`src/rtl/set_event_pkg.sv`:
```
// Shared types for the set_event command block: command mode encodings,
// controller states and the slot-select width helper.
package set_event_pkg;

  typedef enum logic [1:0] {
    MODE_SET     = 2'b00,
    MODE_PULSE   = 2'b01,
    MODE_DELAYED = 2'b10,
    MODE_RSVD    = 2'b11
  } set_mode_e;

  typedef enum logic [1:0] {
    ST_IDLE  = 2'b00,
    ST_DELAY = 2'b01,
    ST_PULSE = 2'b10
  } state_e;

  // Select width never collapses to zero bits, even for a single slot.
  function automatic int sel_width(input int size);
    return (size > 1) ? $clog2(size) : 1;
  endfunction

endpackage

```
`src/rtl/set_event_timer.sv`:
```
// Loadable down-counter for the PULSE / DELAYED_SET hold time. It saturates at
// zero and flags both zero and the final remaining cycle.
module set_event_timer #(
  parameter int TIMER_WIDTH = 32
) (
  input  logic                   clk,
  input  logic                   rst,
  input  logic                   load,
  input  logic [TIMER_WIDTH-1:0] load_val,
  input  logic                   dec_en,
  output logic [TIMER_WIDTH-1:0] count,
  output logic                   zero,
  output logic                   last
);

  logic [TIMER_WIDTH-1:0] count_reg;

  always_ff @(posedge clk) begin
    if (rst) begin
      count_reg <= '0;
    end else if (load) begin
      count_reg <= load_val;
    end else if (dec_en && (count_reg != '0)) begin
      count_reg <= count_reg - 1'b1;
    end
  end

  assign count = count_reg;
  assign zero  = (count_reg == '0);
  assign last  = (count_reg == {{(TIMER_WIDTH-1){1'b0}}, 1'b1});

endmodule

```
`src/rtl/set_event.sv`:
```
// Command-driven slot driver: SET writes a slot immediately, PULSE drives a
// value for D cycles then restores, DELAYED_SET writes after D cycles.
module set_event
  import set_event_pkg::*;
#(
  parameter int                   SET_SIZE    = 5,
  parameter int                   SET_WIDTH   = 1,
  parameter int                   TIMER_WIDTH = 32,
  parameter logic [SET_WIDTH-1:0] SET_INIT    = '0
) (
  input  logic                              clk,
  input  logic                              rst,
  input  logic                              i_en_set,
  input  logic [sel_width(SET_SIZE)-1:0]    i_set_sel,
  input  logic [1:0]                        i_set_mode,
  input  logic [SET_WIDTH-1:0]              i_set_val,
  input  logic [TIMER_WIDTH-1:0]            i_duration,
  output logic [SET_SIZE*SET_WIDTH-1:0]     o_set_signals,
  output logic                              o_busy,
  output logic                              o_set_done,
  output logic                              o_set_err
);

  localparam int SEL_W = sel_width(SET_SIZE);

  state_e                 state_reg, state_next;
  logic [SET_WIDTH-1:0]   slots_reg [SET_SIZE];
  logic [SET_WIDTH-1:0]   slots_next [SET_SIZE];
  logic [SET_WIDTH-1:0]   val_reg, val_next;
  logic [SEL_W-1:0]       sel_reg, sel_next;
  logic                   done_reg, done_next;
  logic                   err_reg, err_next;

  logic                   timer_load;
  logic                   timer_dec;
  logic [TIMER_WIDTH-1:0] timer_load_val;
  logic [TIMER_WIDTH-1:0] timer_count;
  logic                   timer_zero;
  logic                   timer_last;
  logic                   cmd_ok;
  logic                   finishing;

  set_event_timer #(
    .TIMER_WIDTH(TIMER_WIDTH)
  ) u_timer (
    .clk     (clk),
    .rst     (rst),
    .load    (timer_load),
    .load_val(timer_load_val),
    .dec_en  (timer_dec),
    .count   (timer_count),
    .zero    (timer_zero),
    .last    (timer_last)
  );

  // A zero duration behaves as one cycle.
  assign timer_load_val = (i_duration == '0) ? {{(TIMER_WIDTH-1){1'b0}}, 1'b1} : i_duration;
  assign cmd_ok         = i_en_set && (int'(i_set_sel) < SET_SIZE)
                          && (set_mode_e'(i_set_mode) != MODE_RSVD);
  // The zero term is a safety net; in normal operation completion is on the last count.
  assign finishing      = (state_reg != ST_IDLE) && (timer_last || timer_zero);

  always_comb begin
    state_next = state_reg;
    slots_next = slots_reg;
    val_next   = val_reg;
    sel_next   = sel_reg;
    done_next  = 1'b0;
    err_next   = 1'b0;
    timer_load = 1'b0;
    timer_dec  = 1'b0;

    case (state_reg)
      ST_IDLE: begin
        if (cmd_ok) begin
          case (set_mode_e'(i_set_mode))
            MODE_SET: begin
              slots_next[i_set_sel] = i_set_val;
              done_next             = 1'b1;
            end
            MODE_PULSE: begin
              // val_reg holds the value to restore when the pulse ends.
              val_next              = slots_reg[i_set_sel];
              sel_next              = i_set_sel;
              slots_next[i_set_sel] = i_set_val;
              timer_load            = 1'b1;
              state_next            = ST_PULSE;
            end
            MODE_DELAYED: begin
              val_next   = i_set_val;
              sel_next   = i_set_sel;
              timer_load = 1'b1;
              state_next = ST_DELAY;
            end
            default: ;
          endcase
        end else if (i_en_set) begin
          err_next = 1'b1;
        end
      end

      ST_PULSE, ST_DELAY: begin
        timer_dec = 1'b1;
        if (finishing) begin
          slots_next[sel_reg] = val_reg;
          done_next           = 1'b1;
          state_next          = ST_IDLE;
        end else if (i_en_set) begin
          err_next = 1'b1;
        end
        // A strobe landing on the completion cycle is dropped silently so
        // that done and err never coincide.
      end

      default: state_next = ST_IDLE;
    endcase
  end

  always_ff @(posedge clk) begin
    if (rst) begin
      state_reg <= ST_IDLE;
      for (int k = 0; k < SET_SIZE; k++) begin
        slots_reg[k] <= SET_INIT;
      end
      val_reg  <= '0;
      sel_reg  <= '0;
      done_reg <= 1'b0;
      err_reg  <= 1'b0;
    end else begin
      state_reg <= state_next;
      slots_reg <= slots_next;
      val_reg   <= val_next;
      sel_reg   <= sel_next;
      done_reg  <= done_next;
      err_reg   <= err_next;
    end
  end

  generate
    for (genvar gi = 0; gi < SET_SIZE; gi++) begin : g_pack
      assign o_set_signals[gi*SET_WIDTH +: SET_WIDTH] = slots_reg[gi];
    end
  endgenerate

  assign o_busy     = (state_reg != ST_IDLE);
  assign o_set_done = done_reg;
  assign o_set_err  = err_reg;

endmodule

```
`config.mk`:
```
export PLATFORM = sky130hd
export DESIGN_NAME = set_event
export DESIGN_NICKNAME = d
export VERILOG_FILES = /design/src/rtl/set_event_pkg.sv /design/src/rtl/set_event_timer.sv /design/src/rtl/set_event.sv
export SDC_FILE = /design/constraint.sdc
export NUM_CORES = 1
export LEC_CHECK = 0
export ABC_AREA = 1
export ABC_CLOCK_PERIOD_IN_PS = 2650
export CAP_MARGIN = 20
export CORE_MARGIN = 2
export CORE_UTILIZATION = 40
export DETAILED_ROUTE_END_ITERATION = 8
export PLACE_DENSITY = 0.63
export SYNTH_ARGS = -nofsm -noshare
export SYNTH_HDL_FRONTEND = slang
export SYNTH_HIERARCHICAL = 1
export SYNTH_SLANG_ARGS = --single-unit
```
`constraint.sdc`:
```
create_clock -name clk -period 2.65 [get_ports clk]
set_input_delay 0.3975 -clock clk [delete_from_list [all_inputs] [get_ports clk]]
set_output_delay 0.3975 -clock clk [all_outputs]
set_load 0.01 [all_outputs]
```
==> results by group <==
Run status
  – Status: finished, final reports clean

Worst hold path
  – HP Class: reg2reg

Floorplanning
  – Die X: 98.9 um
  – Row cnt: 34
  – Initial core utilization: 41.3%
  – Die H: just under 100 um
  – Die outline area: a little under 0.01 mm2
  – Ports: 49
  – Core area: a little under 0.009 mm2

Placed design
  – Pre-CTS WS: 0.246 ns
  – GP Congestion: between 0.9 and 1
  – Hpwl dp: ~7900 um
  – Port Buffer Count: 48
  – Post-placement cell area: 0.00414 mm2
  – Cell Count Post-Placement: ~730

STA
  – Setup ws final: 0.300 ns
  – Max-slew violations: 0
  – Max_slew headroom: between 60% and 70%
  – Setup TNS Final: 0 ns
  – Worst clock skew: ~0.011 ns
  – Fmax: between 400 and 500 MHz
  – RSZ-0062 raised after global routing: false
  – Final Hold Fails: 0
  – Setup violations, final: 0
  – Final Cycle Share: 88.7%
  – Period minus WS final: about 2.4 ns
  – Measured slew at the worst slew-check pin: approximately 0.57 ns

Worst setup path
  – Worst reg2reg path endpoint: o_set_signals[2]$_SDFFE_PP0P_
  – R2r setup slk: about 0.3 ns
  – R2r startpoint: u_timer/count[0]$_SDFFE_PP0P_
  – CP arrival: ~2.6 ns
  – Crit-path max FO: 6
  – Crit path required time: between 2 and 3 ns
  – CP startpoint: u_timer/count[0]$_SDFFE_PP0P_
  – Crit path launch type: register
  – Critical path class: reg2reg
  – Worst Setup EP: o_set_signals[2]$_SDFFE_PP0P_
  – R2R depth: 12
  – Worst setup EP type: register

CTS
  – Post-CTS sizing: 0
  – Setup bufs post-CTS: 0
  – TritonCTS clock tree: yes
  – CTS Hold Bufs: 0
  – Sinks on Clock Net: 45
  – Reg clk slew, reported paths: around 0.090 ns
  – CTS HTree Levels: 2
  – Root Buffer: clkbuf_8
  – Bufs on Longest Clock Path: 2
  – Worst skew pair latency: about 0.3 ns
  – Total CTS buffers: 5

Global routing
  – GR Util All Layers: between 20% and 30%
  – Initial antenna violation count: 0
  – Congestion Overflow GR: 0
  – First-pass GRT wire length: 16800 um
  – Vias in the first global route: approximately 3600
  – Largest net degree at the start of global routing: 22

Final layout
  – Fin area: approximately 0.0042 mm2
  – Non-Filler Instances: around 730
  – Nets: 674
  – Area added between synthesis and finish: 17.3%
  – Max reg flops: 32
  – # diodes: 0
  – Share of layout cells above drive strength 1: 10.2%

Routing
  – Drt wl/cell: ~14 um
  – Vias per cell: just over 5
  – Final WL: just over 10000 um
  – Vias: 3773
  – DRC: 0
  – Initial DRC count: between 200 and 250
  – Initial DRT Pass Iterations: 6
  – Post-route ant nets: 0

Logic synthesis
  – Synthesized flop and latch total: 45
  – Synthesized area: around 0.0036 mm2
  – Post-Synthesis Cells: ~600
  – Top cells by area, synth: dfxtp_1, nand2_1, nor2_1
  – Syn nets: 652
  – Ys Warns: 6
  – Leading area contributor after synthesis: dfxtp_1
  – Post-synthesis cell type count: 39
  – Syn avg cell area: ~6.0 um2
  – Register area share after synthesis: approximately 25%
  – Top cell type's share of synthesized area: about a quarter

Power and ir drop
  – Pwr Density: roughly 700 mW/mm2
  – Peak VDD IR: slightly below 300 uV
  – Leak: ~1.9 nW

Run
  – Max-cap viol count: 0
-- area by class of cell --
cell class	instances	area, um2
fillers	910	4490
multi-input cells	450	2270
flip-flops and latches	45	901
repair buffers	62	598
inverters	61	230
well taps	108	135
clock buffers	6	82.6
clock inverters	1	7.51
-- metal layers --
layer | global-route usage (%) | wire length [um] | vias to the layer above
met4 | 6.85 | 227 | 0
met5 | 0 | 0 | -
li1 | - | - | 1948
met1 | 26.7 | 4540 | 1695
met3 | 3.19 | 501 | 16
met2 | 36.4 | 4830 | 114
-- worst max-delay path: stages, from the launching register on --
cell,delay (ns)
dfxtp_1,0.35
inv_1,0.10
ha_1,0.27
nand2_4,0.12
nor2_8,0.16
nand4_1,0.24
nor3_1,0.23
nor2_1,0.11
o21ai_2,0.31
nand4_1,0.17
nand2_1,0.09
nand2_1,0.06
nor2_1,0.08
-- cell families (layout without fill, tap and decap cells) --
| kind of cell | after synthesis | count (layout) | share of synthesized area, % |
|---|---|---|---|
| adders and majority gates | 8 | 8 | 2.78 |
| muxes | 1 | 1 | 0.278 |
| xor gates and xnor gates | 18 | 18 | 4.37 |
| DFF | 45 | 45 | 25.0 |
| and+or+nand+nor | 353 | 353 | 44.4 |
| AOI/OAI and AO/OA | 70 | 70 | 11.2 |
| buffers and inverters | 108 | 130 | 12.0 |
-- Yosys cell counts (all sizes together) --
cell type	n
nor3	5
nand3	51
xor2	10
o22ai	5
clkinv	2
nand4	17
mux2i	1
o21bai	3
nand2	156
o21ai	31
xnor2	8
clkbuf	39
a211oi	1
or2	4
dfxtp	45
inv	59
nor2	110
a31oi	1
buf	8
ha	8
and2	1
nor4	5
nand3b	4
a21oi	29
-- power breakdown --
group | total, mW | switching (mW) | internal, mW
combinational | 1.69 | 1.07 | 0.617
clock | 0.451 | 0.244 | 0.207
sequential | 0.864 | 0.104 | 0.759
total | 3.00 | 1.42 | 1.58
-- cell usage in the layout, fill, tap and decap left out, types with 13 or more instances in the layout --
cell             count
nand4_1             16
a21oi_1             25
buf_4               13
nand3_1             51
clkdlybuf4s50_1     48
o21ai_0             23
nand2_1            147
inv_1               55
nor2_1              95
dfxtp_1             45
-- metrics by stage --
step | hold WS [ns] | power (mW) | utilization (%)
3_3_place_gp | 0.475 | 2.54 | 47.4
2_1_floorplan | 0.456 | 2.13 | -
6_report | 0.482 | 3.00 | 48.5
4_1_cts | 0.488 | 3.01 | 48.5
3_5_place_dp | 0.474 | 2.55 | 47.4
5_1_grt | 0.524 | 3.27 | 48.5
-- worst min-delay path by stage --
stage | from | endpoint | slack, ns | cells after the start
2_1_floorplan | state_reg[0]$_SDFFE_PP0P_ | state_reg[0]$_SDFFE_PP0P_ | 0.46 | 2
3_3_place_gp | state_reg[0]$_SDFFE_PP0P_ | state_reg[0]$_SDFFE_PP0P_ | 0.47 | 2
3_5_place_dp | state_reg[0]$_SDFFE_PP0P_ | state_reg[0]$_SDFFE_PP0P_ | 0.47 | 2
4_1_cts | state_reg[0]$_SDFFE_PP0P_ | state_reg[0]$_SDFFE_PP0P_ | 0.49 | 2
5_1_grt | state_reg[0]$_SDFFE_PP0P_ | state_reg[0]$_SDFFE_PP0P_ | 0.52 | 2
6_report | state_reg[0]$_SDFFE_PP0P_ | state_reg[0]$_SDFFE_PP0P_ | 0.48 | 2
Note: power is estimated with default switching activity, not from simulation.
